===== src/rtl/coax_tx_engine.sv =====
// coax_tx_engine: queued 10-bit words sent as Manchester frames (quiesce, violation, words, end-of-message).
module coax_tx_engine #(
  parameter int DIV   = 3,
  parameter int DEPTH = 32,
  parameter int DLY   = 6
) (
  input  logic                     sclk12,
  input  logic                     rst,
  input  logic [9:0]               wr_data,
  input  logic                     wr_valid,
  output logic                     wr_ready,
  input  logic                     start,
  input  logic                     clr_ovf,
  output logic                     serial_out,
  output logic                     serial_out_dly,
  output logic                     tx_active,
  output logic [$clog2(DEPTH):0]   level,
  output logic                     ovf
);
  localparam int AW = $clog2(DEPTH);
  localparam int LW = AW + 1;
  localparam logic [7:0] DIV_M1 = 8'(DIV - 1);
  typedef enum logic [2:0] {IDLE, QUIESCE, VIOL, WORD, EOM} state_t;
  state_t         state_q, state_d;
  logic [7:0]     div_q, div_d;
  logic [4:0]     hb_q, hb_d, hb_last;
  logic [11:0]    wq_q, wq_d;
  logic [9:0]     mem [DEPTH];
  logic [AW-1:0]  wp_q, rp_q;
  logic [LW-1:0]  level_q;
  logic           ovf_q;
  logic [DLY-1:0] dly_q;
  logic [DLY:0]   dly_in;
  logic           full, push, pop, tick, done;
  assign full     = level_q == LW'(DEPTH);
  assign wr_ready = ~full;
  assign push     = wr_valid & ~full;
  assign tick     = div_q == DIV_M1;
  assign hb_last  = state_q == QUIESCE ? 5'd9 : state_q == VIOL ? 5'd5 : state_q == WORD ? 5'd23 : 5'd7;
  assign done     = tick && hb_q == hb_last;
  // Word frame: sync 1, data MSB first, even parity over the data bits
  assign wq_d     = pop ? {1'b1, mem[rp_q], ^mem[rp_q]} : wq_q;
  assign tx_active = state_q != IDLE;
  assign level     = level_q;
  assign ovf       = ovf_q;
  assign dly_in    = {dly_q, serial_out};
  assign serial_out_dly = dly_in[DLY];
  assign serial_out = state_q == QUIESCE ? ~hb_q[0] :
                      state_q == VIOL    ? hb_q < 5'd3 :
                      state_q == WORD    ? wq_q[4'd11 - hb_q[4:1]] ^ hb_q[0] :
                      state_q == EOM     ? (hb_q >= 5'd1 && hb_q <= 5'd4) : 1'b0;
  always_comb begin
    state_d = state_q;
    div_d   = div_q;
    hb_d    = hb_q;
    pop     = 1'b0;
    if (state_q == IDLE) begin
      if (start && level_q != '0) begin
        state_d = QUIESCE;
        div_d   = '0;
        hb_d    = '0;
      end
    end else begin
      div_d = tick ? '0 : div_q + 8'd1;
      hb_d  = tick ? (done ? '0 : hb_q + 5'd1) : hb_q;
      if (done) begin
        state_d = state_q == QUIESCE ? VIOL :
                  state_q == VIOL    ? WORD :
                  state_q == WORD    ? (level_q != '0 ? WORD : EOM) : IDLE;
        pop     = state_d == WORD;
      end
    end
  end
  always_ff @(posedge sclk12 or posedge rst) begin
    if (rst) begin
      state_q <= IDLE;
      div_q   <= '0;
      hb_q    <= '0;
      wq_q    <= '0;
      wp_q    <= '0;
      rp_q    <= '0;
      level_q <= '0;
      ovf_q   <= 1'b0;
      dly_q   <= '0;
    end else begin
      state_q <= state_d;
      div_q   <= div_d;
      hb_q    <= hb_d;
      wq_q    <= wq_d;
      wp_q    <= wp_q + AW'(push);
      rp_q    <= rp_q + AW'(pop);
      level_q <= level_q + LW'(push) - LW'(pop);
      ovf_q   <= (wr_valid & full) | (ovf_q & ~clr_ovf);
      dly_q   <= dly_in[DLY-1:0];
    end
  end
  always_ff @(posedge sclk12) begin
    if (push) mem[wp_q] <= wr_data;
  end
endmodule


===== config.mk =====
export PLATFORM = sky130hd
export DESIGN_NAME = coax_tx_engine
export DESIGN_NICKNAME = d
export VERILOG_FILES = /design/src/rtl/coax_tx_engine.sv
export SDC_FILE = /design/constraint.sdc
export NUM_CORES = 1
export LEC_CHECK = 0
export ABC_AREA = 1
export CORE_MARGIN = 3
export CORE_UTILIZATION = 56
export CTS_CLUSTER_SIZE = 30
export DETAILED_ROUTE_END_ITERATION = 8
export PLACE_DENSITY_LB_ADDON = 0.12
export SYNTH_ARGS = -nofsm -noshare
export SYNTH_HDL_FRONTEND = slang
export SYNTH_SLANG_ARGS = --single-unit

===== constraint.sdc =====
create_clock -name sclk12 -period 2.8 [get_ports sclk12]
set_input_delay 0.42 -clock sclk12 [delete_from_list [all_inputs] [get_ports sclk12]]
set_output_delay 0.42 -clock sclk12 [all_outputs]
set_load 0.05 [all_outputs]

# ---- Yosys cells after proc, flatten, opt, wreduce, memory -nomap -nowiden
# Memories as Yosys holds them, arrays and structs flattened.
# Index checks and enable logic that the tools add are counted.
dict set report word_totals {
  register_bits 51
  ramBits 320
  input_bits 15
  out_inout_bits 11
  word_cells 76
  mem_count 1
}
# name depth width rd rd_clocked_by_memory_dff write_ports line
set memory_table {}
lappend memory_table {mem 32 10 1 0 1 28} ;# logic [9:0] mem [DEPTH];
dict set report op_classes {
  addsub 7
  n_lt_le_gt_ge 4
  eq_ne 9
  n_mux 27
  bitwise_logic 8
  n_reduce_logical 11
}
# op n
set ops {}
lappend ops {{5-bit 2-to-1 mux} 7}
lappend ops {{8-bit 2-to-1 mux} 3}
lappend ops {{3-bit 2-to-1 mux} 7}
lappend ops {{5-bit by 1-bit adder with 5-bit output} 2}
lappend ops {{10-bit XOR reduction} 1}
lappend ops {{3-bit by 2-bit equality test with 1-bit output, second input constant} 3}
lappend ops {{1-bit 2-to-1 mux} 9}
lappend ops {{8-bit by 1-bit adder with 8-bit output, second input constant} 1}
lappend ops {{8-bit by 2-bit equality test with 1-bit output, second input constant} 1}
lappend ops {{6-bit by 1-bit adder with 6-bit output} 1}
lappend ops {{6-bit equality test, second input constant} 1}
lappend ops {{6-bit nonzero test} 1}
lappend ops {{6-bit by 1-bit subtractor with 6-bit output} 1}
lappend ops {{5-bit by 1-bit adder with 5-bit output, second input constant} 1}
lappend ops {{5-bit equality test} 1}
lappend ops {{5-bit by 1-bit greater-or-equal comparator with 1-bit output, second input constant} 1}
lappend ops {{5-bit by 3-bit <= comparator with 1-bit output, second input constant} 1}
lappend ops {{4-bit by 5-bit < comparator with 1-bit output, second input constant} 1}
lappend ops {{5-bit by 2-bit < comparator with 1-bit output, second input constant} 1}
lappend ops {{1-bit binary-select mux with 4-bit select} 1}
lappend ops {{2-bit AND reduction} 2}
lappend ops {{2-bit nonzero test} 2}
lappend ops {{4-bit subtractor, first input constant} 1}
lappend ops {{1-bit bitwise AND} 3}
lappend ops {{9 further kinds} 13}

# ---- Logic depth before layout (Yosys ltp)
dict set report depth {
  word_depth 9
  mapped_depth 21
  depth_no_buf 18
}

# ---- Least setup slack after synthesis
# Ideal clock, no wire load.
dict set report synth_path {
  kind {register -> register}
  startpoint {register level_q[2], in the netlist level[2]}
  endpoint {register level_q[5], in the netlist level[5]}
  setup_time_ns 0.123
  arrival_ns 2.874
  t_required_ns 2.677
  path_slack_ns -0.196
  path_stages_with_launch 15
  n_path_buf 0
  synth_period_minus_slack_ns 2.996
  cell_sequence {dfrtp_1 -> inv_1 -> ha_1 -> nand4_1 -> nand2_1 -> ha_1 -> inv_1 -> ha_1 -> nand2_1 -> nor2_1 -> a211oi_1 -> nor2_1 -> o21ai_0 -> nand2_1 -> xnor2_1}
}
dict set report synth_between {
  word_cells_on_any_way 13
  cone_classes {2 x add/sub; 2 x eq/ne; 6 x mux; 2 x bitwise; 1 x reduce/logical}
}
# item line
set synth_rtl {}
lappend synth_rtl {{from (decl)} 30} ;# logic [LW-1:0] level_q;
lappend synth_rtl {{from (signal assigned)} 92} ;# level_q <= level_q + LW'(push) - LW'(pop);
lappend synth_rtl {{6-bit equality test} 35} ;# assign full = level_q == LW'(DEPTH);
lappend synth_rtl {{1-bit inverter} -}
lappend synth_rtl {{via wr_ready} 11} ;# output logic wr_ready,
lappend synth_rtl {{1-bit bitwise AND} 37} ;# assign push = wr_valid & ~full;
lappend synth_rtl {{6-bit by 1-bit adder with 6-bit output} 92}
lappend synth_rtl {{6-bit by 1-bit subtractor with 6-bit output} 92}
# The timed path passes the listed nets, and every way through them passes these cells.
# A chain may end at the register's enable or synchronous reset.

# ---- Worst setup path after layout
dict set report layout_path {
  startpoint {register hb_q[2]}
  endpoint {output port serial_out}
}
dict set report layout_between {
  elab_chain_len 7
  word_cells_on_any_way 12
  cone_classes {1 x add/sub; 3 x order compare; 6 x mux; 1 x bitwise; 1 x reduce/logical}
}
# item line
set layout_lines {}
lappend layout_lines {{from (decl)} 26} ;# logic [4:0] hb_q, hb_d, hb_last;
lappend layout_lines {{from (signal assigned)} 78} ;# hb_q <= '0;
lappend layout_lines {{from (signal assigned)} 88} ;# hb_q <= hb_d;
lappend layout_lines {{4-bit subtractor} 50} ;# state_q == WORD ? wq_q[4'd11 - hb_q[4:1]] ^ hb_q[0] :
lappend layout_lines {{1-bit binary-select mux with 4-bit select} 50}
lappend layout_lines {{1-bit 2-to-1 mux (not written as such)} 50}
lappend layout_lines {{1-bit bitwise XOR} 50}
lappend layout_lines {{1-bit 2-to-1 mux} 50}
lappend layout_lines {{1-bit 2-to-1 mux (*)} 49} ;# state_q == VIOL ? hb_q < 5'd3 :
lappend layout_lines {{1-bit 2-to-1 mux (*)} 48} ;# assign serial_out = state_q == QUIESCE ? ~hb_q[0] :
lappend layout_lines {{to (decl)} 14} ;# output logic serial_out,
# Mark *: on every way between the ends. The rest lies on a longest branch, timed or not. The select of a mux whose other input is x is not followed.

==> metrics.yaml <==
seqPwrFrac_pct: 50.2
fin_util_pct: 65.89
clk_pin_slew_ps: 60
cts_hold_buf: 0
synth_seq_cells: 371
cts.sinks: 371
routabilityCongestion: 0.9244
cts_tree: "done"
via_count: 10780
ctsHtreeMaxLevel: 2
endpoint_kind: "primary output"
setup_viol_count_final: 0
netlist_area_um2: 15950
power.total_mw: 13.11
crit_fanout: 7
core_area_um2: 27930
grt_max_degree: 85
hpwlAfterDp_um: 22610
cp_slowest_stage_delay_ps: 430
pwr_density_cell_nw_per_um2: 712.4
crit_top_cell: "nand2_1"
port_buffers: 25
ant_nets: 0
clk_path_buf_depth: 3
arrival_ps: 2280
drive_above_1_share_pct: 12.72
layout_setup_ws_ps: 99.78
required_ps: 2380
swShare_pct: 24.52
die_area_um2: 30550
slowest_stage: "dfrtp_2"
power_frac_comb_pct: 11.5
synthCells: 1461
min_period_over_period_pct: 96.44
grt_usage_pct: 24.18
antenna_found_initial: 0
insertedDiodeCount: 0
start_util_pct: 57.11
routed_wl_um: 36790
die_w_um: 174.8
finalHoldViolations: 0
p_clk_share_pct: 38.2
hp-class: "in2async"
critPathBufInv: 2
root_buffer: "clkbuf_16"
peakVddDrop_uv: 700.9
worstSetupPathType: "reg2out"
synth_area_per_cell_um2: 10.92
p_int_mw: 9.896
area_delta_synth_final_pct: 15.36
maxSlewHeadroom_pct: 59.78
routedWlPerCell_um: 18.87
fp.dieH_um: 174.8
first_pass_iters: 6
worst_pin_slew_ps: 601.4
cts_buffers: 39
switching_power_mw: 3.215
critPathTopFamily: "simple AND/OR/NAND/NOR gates"
min_period_ps: 2700
seq_area_frac_synth_pct: 68.23
ioPinCount: 26
slew_violations: 0
placed_area_um2: 16970
fp-row-count: 61
p_leak_nw: 7.178
path_depth: 11
via_per_inst: 5.526
fmax_ghz: 0.3703
ys_types: 38
yosys_warnings: 0
syn_nets: 1496
r2r_cells: 16
grt_pass1_vias: 10400
clk_latency_ps: 530
dp_slack_ps: 107.4
fin_area_um2: 18410
grt_pass1_wl_um: 57720
cp_cell_sequence: "buf_6, nor2_4, nand2_2, nand3_2, a211oi_2, a31oi_1, nand2_1, xor2_1, nand2_1, nand4_1, buf_12"
rsz0062_at_grt: "true"
cp-start-kind: "flop"
skew_ps: 19.70
grt_overflow: 0
max-cap-violations: 0
drt_iter0_markers: 1148
status: "finished clean"
final_net_count: 1577
fillerInstances: 2178
drc: 0
cell families (layout without fill, tap and decap cells):
| family | count (synthesis) | count (layout) | synth area share (%) |
|---|---|---|---|
| DFF | 371 | 371 | 68.23 |
| buffers and inverters | 135 | 246 | 4.188 |
| adders and majority gates | 20 | 20 | 1.616 |
| AOI/OAI and AO/OA | 50 | 50 | 2.016 |
| and+or+nand+nor | 865 | 865 | 22.85 |
| xor gates and xnor gates | 20 | 20 | 1.098 |
metrics by stage:
stage,hold WS [ps],cells,TNS (ps)
floorplan,331.2,1461,-24.95
global placement,334.2,1867,0
detailed placement,338.0,1867,0
CTS,276.2,1942,0
global route,314.6,1950,-90.83
finish,274.1,1950,0
cells in the mapped netlist:
library cell	count	area share [%]
a211oi_1	2	0.094
a21oi_1	8	0.25
a221oi_1	1	0.055
a221oi_2	1	0.094
a31oi_1	1	0.039
buf_1	7	0.16
buf_2	37	1.2
buf_4	2	0.094
buf_6	14	0.99
clkbuf_1	13	0.31
dfrtp_1	51	8.0
edfxtp_1	320	60
fa_1	1	0.13
ha_1	19	1.5
inv_1	57	1.3
inv_2	4	0.094
inv_4	1	0.039
nand2_1	521	12
nand3_1	273	8.6
nand3_2	2	0.13
nand4_1	5	0.20
nand4_2	1	0.078
nor2_1	56	1.3
nor2_2	1	0.039
nor2_4	1	0.071
nor3_1	2	0.063
nor3_2	1	0.063
nor4_1	1	0.039
o2111ai_1	1	0.055
o211ai_1	1	0.047
o21ai_0	14	0.44
o21ai_1	1	0.031
o21ai_2	7	0.38
o221ai_1	1	0.055
o22ai_1	12	0.47
or2_2	1	0.039
xnor2_1	6	0.33
xor2_1	14	0.77
worst paths after layout:
check	from	endpoint	slack, ps
worst min-delay path	rst	dly_q[5]	270
worst max-delay path	hb_q[2]	serial_out	100
min in group sclk12	dly_q[4]	dly_q[5]	350
worst min register to register	dly_q[4]	dly_q[5]	350
max in group asynchronous	rst	rp_q[0]	2230
worst max register to register	state_q[0]	level[4]	110
placed cells by master (no fill, tap or decap), drive strengths merged, types with 2 or more instances in the layout:
cell type	instances
inv	66
a21oi	8
edfxtp	320
nor3	3
nand4	6
clkbuf	54
nor2	58
nand2	521
o22ai	12
xnor2	6
nand3	275
a211oi	2
clkdlybuf4s50	23
a221oi	2
o21ai	22
dfrtp	51
ha	19
clkinv	10
buf	89
bufinv	3
xor2	14
sequential cells by signal, indices dropped and copies added, names as in the netlist:
signal / count
wp_q: 5
state_q: 3
div_q: 8
hb_q: 5
wq_q: 12
level: 6
ovf: 1
dly_q: 6
mem: 320
rp_q: 5
final cells by class:
| type | instances | area, um2 | area share [%] |
|---|---|---|---|
| Sequential cell | 371 | 10900 | 59.23 |
| Multi-Input combinational cell | 955 | 4498 | 24.44 |
| Clock buffer | 54 | 1062 | 5.772 |
| Timing Repair Buffer | 113 | 1052 | 5.717 |
| Tap cell | 378 | 473.0 | 2.570 |
| Inverter | 62 | 240.2 | 1.305 |
| Clock inverter | 17 | 178.9 | 0.9721 |
per-layer routing:
metal,GRT usage (%),wire (um)
met5,0,0
met4,6.815,841
met3,3.129,1939
met2,39.14,17620
met1,35.01,16380
timing repair:
item,4_1_cts,5_1_grt
setup endpoints to repair,1,3
gates cloned,0,0
buffers inserted,4,8
pin swaps,0,18
hold endpoints to repair,0,0
gates resized for setup,4,35
worst reg2reg max path, delay by kind of cell (launching register included):
family,cells,cell delay [ps]
flops,1,380
xor+xnor,1,110
compound gates,2,330
fa+ha+maj,3,710
buf+inv,5,320
simple gates,5,730
power groups by stage:
stage	sequential, mW	combinational (mW)	clock [mW]
finish	6.59	1.51	5.01
global route	6.62	1.66	5.34
CTS	6.58	1.46	5.10
detailed placement	6.70	1.44	0
global placement	6.68	1.42	0
floorplan	6.81	0.755	0
(Power assumes the default switching activity.)
==> edit 1, RTL diff (same flow settings) <==
Take the reset off `hb_q`, `wq_q`, `wp_q` and `rp_q` and load them in a clocked block of their own.
--- a/src/rtl/coax_tx_engine.sv
+++ b/src/rtl/coax_tx_engine.sv
@@ -76,8 +76,4 @@
       state_q <= IDLE;
       div_q   <= '0;
-      hb_q    <= '0;
-      wq_q    <= '0;
-      wp_q    <= '0;
-      rp_q    <= '0;
       level_q <= '0;
       ovf_q   <= 1'b0;
@@ -86,12 +82,15 @@
       state_q <= state_d;
       div_q   <= div_d;
-      hb_q    <= hb_d;
-      wq_q    <= wq_d;
-      wp_q    <= wp_q + AW'(push);
-      rp_q    <= rp_q + AW'(pop);
       level_q <= level_q + LW'(push) - LW'(pop);
       ovf_q   <= (wr_valid & full) | (ovf_q & ~clr_ovf);
       dly_q   <= dly_in[DLY-1:0];
     end
+  end
+
+  always_ff @(posedge sclk12) begin
+    hb_q <= hb_d;
+    wq_q <= wq_d;
+    wp_q <= wp_q + AW'(push);
+    rp_q <= rp_q + AW'(pop);
   end
   always_ff @(posedge sclk12) begin
Formal check against the unedited RTL: no difference found for any inputs over 10 cycles, from zero or initial values and one cycle with rst high; that may be too few to reach the edited logic, so the function may still have changed.
==> edit 1 against the unedited design <==
- global-route usage shrank 0.98 points
- sequential cell count shrank 1
- setup slack gained 0.049 ns
- cell count shrank 3.2%
- register-to-register slack gained 0.04 ns
- synthesized area shrank 1.2%
- design area shrank 2.5%
- wire length shrank 4.4%
- critical path depth grew 2
Power is not compared: it rests on default switching activity, and its combinational part moved more than twofold at a synthesized area within 25%.
==> edit 1: results (changes against the unedited design) <==
.. list-table::
   :header-rows: 1

   * - Metric
     - Value
   * - Largest registers
     - mem: 320 flops, wq_q: 11 flops, div_q: 8 flops
   * - Compound-gate portion of the synthesized area
     - 5.41% (+3.4 points)
   * - Fraction of the yosys area taken by sequential cells
     - 69.1% (+0.87 points)
   * - Startpoint of the most critical register-to-register path
     - level[3]
   * - Filler cell count
     - 2061 (-5.4%)
   * - Detailed-route wire length per cell
     - 18.6 um (-1.3%)
   * - Length in cells of the worst reg-to-reg path
     - 13 (-3)
   * - Largest stage delay on the critical path
     - 0.42 ns
   * - First-pass GRT wire length
     - 55300 um (-4.1%)
   * - Portion of the clock cycle consumed by the worst path in the final layout
     - 94.7% (-1.7 points)
   * - Pin count of the biggest net entering global routing
     - 95 (+12%)
   * - Total CTS buffers
     - 39 (unchanged)
   * - Number of global-route vias before repair
     - 9966 (-4.1%)
   * - Initial antenna violation count
     - 0 (unchanged)
   * - R2R Setup Slk
     - 0.15 ns (+0.04 ns)
   * - Count of buffers from port buffering
     - 25 (unchanged)
   * - Critical path data arrival time
     - 3.08 ns (+0.80 ns)
   * - 1st-iter DRT viols
     - 1086 (-5.4%)
   * - Number of instances in the synthesized netlist
     - 1415 (-3.1%)
   * - Run status
     - finished clean
   * - Post-placement worst setup slack
     - 0.100 ns (-0.00705 ns)
   * - Placed Instance Area
     - 16700 um^2 (-1.7%)
   * - Fraction of registers with async set or reset after synthesis
     - 6.49% (-7.3 points)
   * - Kind of critical path
     - reg -> reg
   * - Overall global routing resource usage
     - 23.2% (-0.98 points)
   * - Max_slew headroom
     - 57.4% (-2.4 points)
   * - Leading post-synthesis cells by instance count
     - sky130_fd_sc_hd__nand2_1, sky130_fd_sc_hd__edfxtp_1, sky130_fd_sc_hd__nor2_1
   * - Final Instance Area
     - 17900 um^2 (-2.5%)
   * - Clock latency on the worst-skew pair
     - 0.51 ns (-0.02 ns)
   * - Main area contributors after synthesis
     - sky130_fd_sc_hd__edfxtp_1, sky130_fd_sc_hd__nand2_1, sky130_fd_sc_hd__nor2_1
   * - Final estimated routing congestion in global placement
     - 0.851 (-8.0%)
   * - Vias per cell
     - 5.51 (-0.20%)
   * - Count of nets after finishing
     - 1523 (-3.4%)
   * - Fraction of layout cells with a size suffix above 1
     - 10.8% (-1.9 points)
   * - Xor-xnor portion of the synthesized cell area
     - 1.11% (+0.013 points)
   * - CP Max Fanout
     - 3 (-4)
   * - Cell Count, Final, Fillers Out
     - 1888 (-3.2%)
   * - Worst clock skew
     - 0.00896 ns (-0.0107 ns)
   * - Adder-cell share of the synthesized area
     - 1.64% (+0.020 points)
   * - Total instance count after detailed placement
     - 1814 (-2.8%)
   * - Number of flops mapped to enable cells by yosys
     - 336 (+5.0%)
-- edit 1: changes by cell type after synthesis, moves of 18 or more --
| cell | unedited run | this run |
|---|---|---|
| sky130_fd_sc_hd__nor2_1 | 56 | 194 |
| sky130_fd_sc_hd__o211ai_1 | 1 | 22 |
| sky130_fd_sc_hd__nand2_1 | 521 | 341 |
| sky130_fd_sc_hd__a21oi_1 | 8 | 26 |
| sky130_fd_sc_hd__o21ai_1 | 1 | 36 |
| sky130_fd_sc_hd__dfrtp_1 | 51 | 24 |
| sky130_fd_sc_hd__nand3_1 | 273 | 141 |
| sky130_fd_sc_hd__o21ai_0 | 14 | 57 |
| sky130_fd_sc_hd__inv_1 | 57 | 82 |
-- edit 1: what timing repair did --
action / 4_1_cts / 5_1_grt
pin swaps: 1 / 7
gates cloned: 0 / 0
endpoints found under the setup margin: 1 / 3
buffers inserted: 1 / 4
resized for setup: 0 / 14
hold endpoints to repair: 0 / 0
-- edit 1: cell type report --
| class | count | area share (%) |
|---|---|---|
| Inverter | 94 | 1.98 |
| Tap cell | 372 | 2.59 |
| Sequential cell | 370 | 60.8 |
| Clock buffer | 49 | 5.88 |
| Clock inverter | 20 | 0.788 |
| Multi-Input combinational cell | 886 | 23.0 |
| Timing Repair Buffer | 97 | 4.95 |
-- edit 1: cells by family after synthesis --
logic type      Yosys count
simple gates            692
flops                   370
buf+inv                 159
compound gates          154
xor+xnor                 20
fa+ha+maj                20
-- edit 1: per-layer routing --
layer / track usage [%] / share of wire (%) / up-vias
li1: - / - / 4990
met1: 32.8 / 43 / 5016
met2: 37.5 / 48 / 334
met3: 3.11 / 5.5 / 72
met4: 8.01 / 3.0 / 0
met5: 0 / 0 / -
-- edit 1: how the worst min path moves through the flow --
stage / from / endpoint / slack, ns / cells past startpoint
after floorplan: dly_q[0] / dly_q[1] / 0.33 / 0
after global placement: dly_q[2] / dly_q[3] / 0.34 / 0
after detailed placement: dly_q[2] / dly_q[3] / 0.34 / 0
after CTS: rst / dly_q[1] / 0.28 / 2
after global routing: rst / dly_q[1] / 0.34 / 2
final: rst / dly_q[1] / 0.27 / 2
-- edit 1: power groups by stage --
stage	combinational [mW]	sequential (mW)	clock [mW]
3_5_place_dp	3.92	6.96	0
2_1_floorplan	2.64	7.08	0
6_report	4.07	6.84	4.84
5_1_grt	4.52	6.89	5.12
3_3_place_gp	3.84	6.94	0
4_1_cts	3.97	6.84	4.89
-- edit 1: critical path: cells and delay by family, from the launching register on --
kind                     cells  cell delay, ns
flip-flops                   1            0.42
adder cells (fa/ha/maj)      4            1.00
XOR/XNOR                     1            0.12
AND/OR/NAND/NOR              4            0.38
buffers and inverters        2            0.11
AO/OA/AOI/OAI                2            0.53
==> edit 2, RTL diff (same settings) <==
Without the edit above. `DLY`: 6 -> 8.
--- a/src/rtl/coax_tx_engine.sv
+++ b/src/rtl/coax_tx_engine.sv
@@ -3,5 +3,5 @@
   parameter int DIV   = 3,
   parameter int DEPTH = 32,
-  parameter int DLY   = 6
+  parameter int DLY   = 8
 ) (
   input  logic                     sclk12,
Function: changed (Yosys sat finds a counterexample within 10 cycles, from zero or initial values and one cycle with rst high).
==> edit 2 against the unedited design <==
- the run now ends with setup timing left
- via count up 2.7%
- setup slack got worse by 0.32 ns
- highest routed layer unchanged
- synthesized area fell by 0.16%
- sequential share of layout area decreased by 1.2 points
- critical path type is now reg -> reg
- critical endpoint is now level[2]
- synthesized cell count is 0.21% higher
- core utilization is 1.6 points higher
- combinational power up 5%
- power grew 1.4%
- die area decreased by 0.15%
- clock skew down 0.010 ns
- hold slack gained 0.027 ns
- design area is 2.4% higher
- largest power group unchanged
- wire length rose by 1.6%
- sequential cell count up 2
==> edit 2: results (changes against the unedited design) <==
.. list-table::
   :header-rows: 1

   * - Metric
     - Value
   * - Run status
     - finished, violations left
   * - Failing checks
     - setup timing
   * - Global routing usage on met1
     - 36.7% (+1.7 points)
   * - Fraction of registers with async set or reset after synthesis
     - 14.2% (+0.46 points)
   * - Length in cells of the worst reg-to-reg path
     - 18 (+2)
   * - Critical path data arrival time
     - 3.42 ns (+1.14 ns)
   * - Leakage power
     - 7.34 nW (+2.3%)
   * - Detailed route wirelength on metal2
     - 17200 um (-2.1%)
   * - Detailed-route via count
     - 11.1k (+2.7%)
   * - Post-layout worst setup margin
     - -0.216 ns (-0.316 ns)
   * - Sum of net half-perimeters after detailed placement
     - 21500 um (-4.8%)
   * - Post-placement worst setup slack
     - -0.196 ns (-0.304 ns)
   * - GRT met3 Usage
     - 2.96% (-0.17 points)
   * - Overall global routing resource usage
     - 24.5% (+0.37 points)
   * - 1st-iter DRT viols
     - 1160 (+1.0%)
   * - Top cell type's share of synthesized area
     - 60.3% (+0.099 points)
   * - Startpoint of the most critical register-to-register path
     - div_q[0]
   * - Per-instance average area after synthesis
     - 10.9 um^2 (-0.37%)
   * - Detailed-route wire length per cell
     - 18.7 um (-0.65%)
   * - Slew at the pin closest to its max-slew limit
     - 0.705 ns (+0.103 ns)
   * - Leading post-synthesis cells by instance count
     - sky130_fd_sc_hd__nand2_1, sky130_fd_sc_hd__edfxtp_1, sky130_fd_sc_hd__nand3_1
   * - TNS Setup
     - -1.37 ns (-1.37 ns)
   * - Placed Instance Area
     - 17000 um^2 (+0.45%)
   * - Fraction of layout cells with a size suffix above 1
     - 15.0% (+2.3 points)
   * - Peak supply drop
     - 0.510 mV (-27%)
   * - Main area contributors after synthesis
     - sky130_fd_sc_hd__edfxtp_1, sky130_fd_sc_hd__nand2_1, sky130_fd_sc_hd__nand3_1
   * - M2 GR Usage
     - 38.1% (-1.1 points)
   * - Total instance count after detailed placement
     - 1880 (+0.70%)
   * - Drt first pass iters
     - 5 (-1)
   * - CP Max Fanout
     - 2 (-5)
   * - Library cells used by synthesis
     - 35 (-7.9%)
   * - Total CTS buffers
     - 39 (unchanged)
   * - Final setup violation count
     - 10 (+10)
   * - Count of nets after finishing
     - 1623 (+2.9%)
   * - Slowest cell on the critical path
     - sky130_fd_sc_hd__dfrtp_1
   * - Number of global-route vias before repair
     - 10.6k (+1.5%)
   * - Fraction of the yosys area taken by sequential cells
     - 68.7% (+0.43 points)
   * - DRT Wirelength
     - 37400 um (+1.6%)
   * - Worst clock skew
     - 0.00922 ns (-0.0105 ns)
   * - Post CTS Setup Buffer Count
     - 36 (+32)
   * - First-pass GRT wire length
     - 58700 um (+1.7%)
   * - Filler cell count
     - 2135 (-2.0%)
   * - Total of cells resized after clock tree synthesis
     - 23 (+19)
-- edit 2: changes by cell type after synthesis, sizes merged, moves of 2 or more --
cell / before / now
nor3: 3 / 5
dfrtp: 51 / 53
inv: 62 / 60
xor2: 14 / 12
o21ai: 22 / 29
nand2: 521 / 518
o22ai: 12 / 9
-- edit 2: kinds of logic after synthesis --
| group | synth area share, % |
|---|---|
| compound gates | 1.89 |
| buf+inv | 4.06 |
| fa+ha+maj | 1.62 |
| flops | 68.7 |
| xor+xnor | 0.990 |
| simple gates | 22.8 |
-- edit 2: power by group --
group / leakage, nW / internal [mW] / switching (mW) / total, mW
clock network: 0.610 / 3.03 / 2.05 / 5.09
logic: 3.22 / 0.572 / 1.01 / 1.58
registers: 3.52 / 6.46 / 0.168 / 6.62
-- edit 2: area by class of cell --
type	count	area (um^2)	share of cell area, %
sequential	373	10900	58.1
multi-input combinational	957	4540	24.1
timing repair buffer	157	1390	7.38
clock buffer	47	1050	5.56
tap	378	473	2.51
inverter	60	234	1.24
clock inverter	22	213	1.13
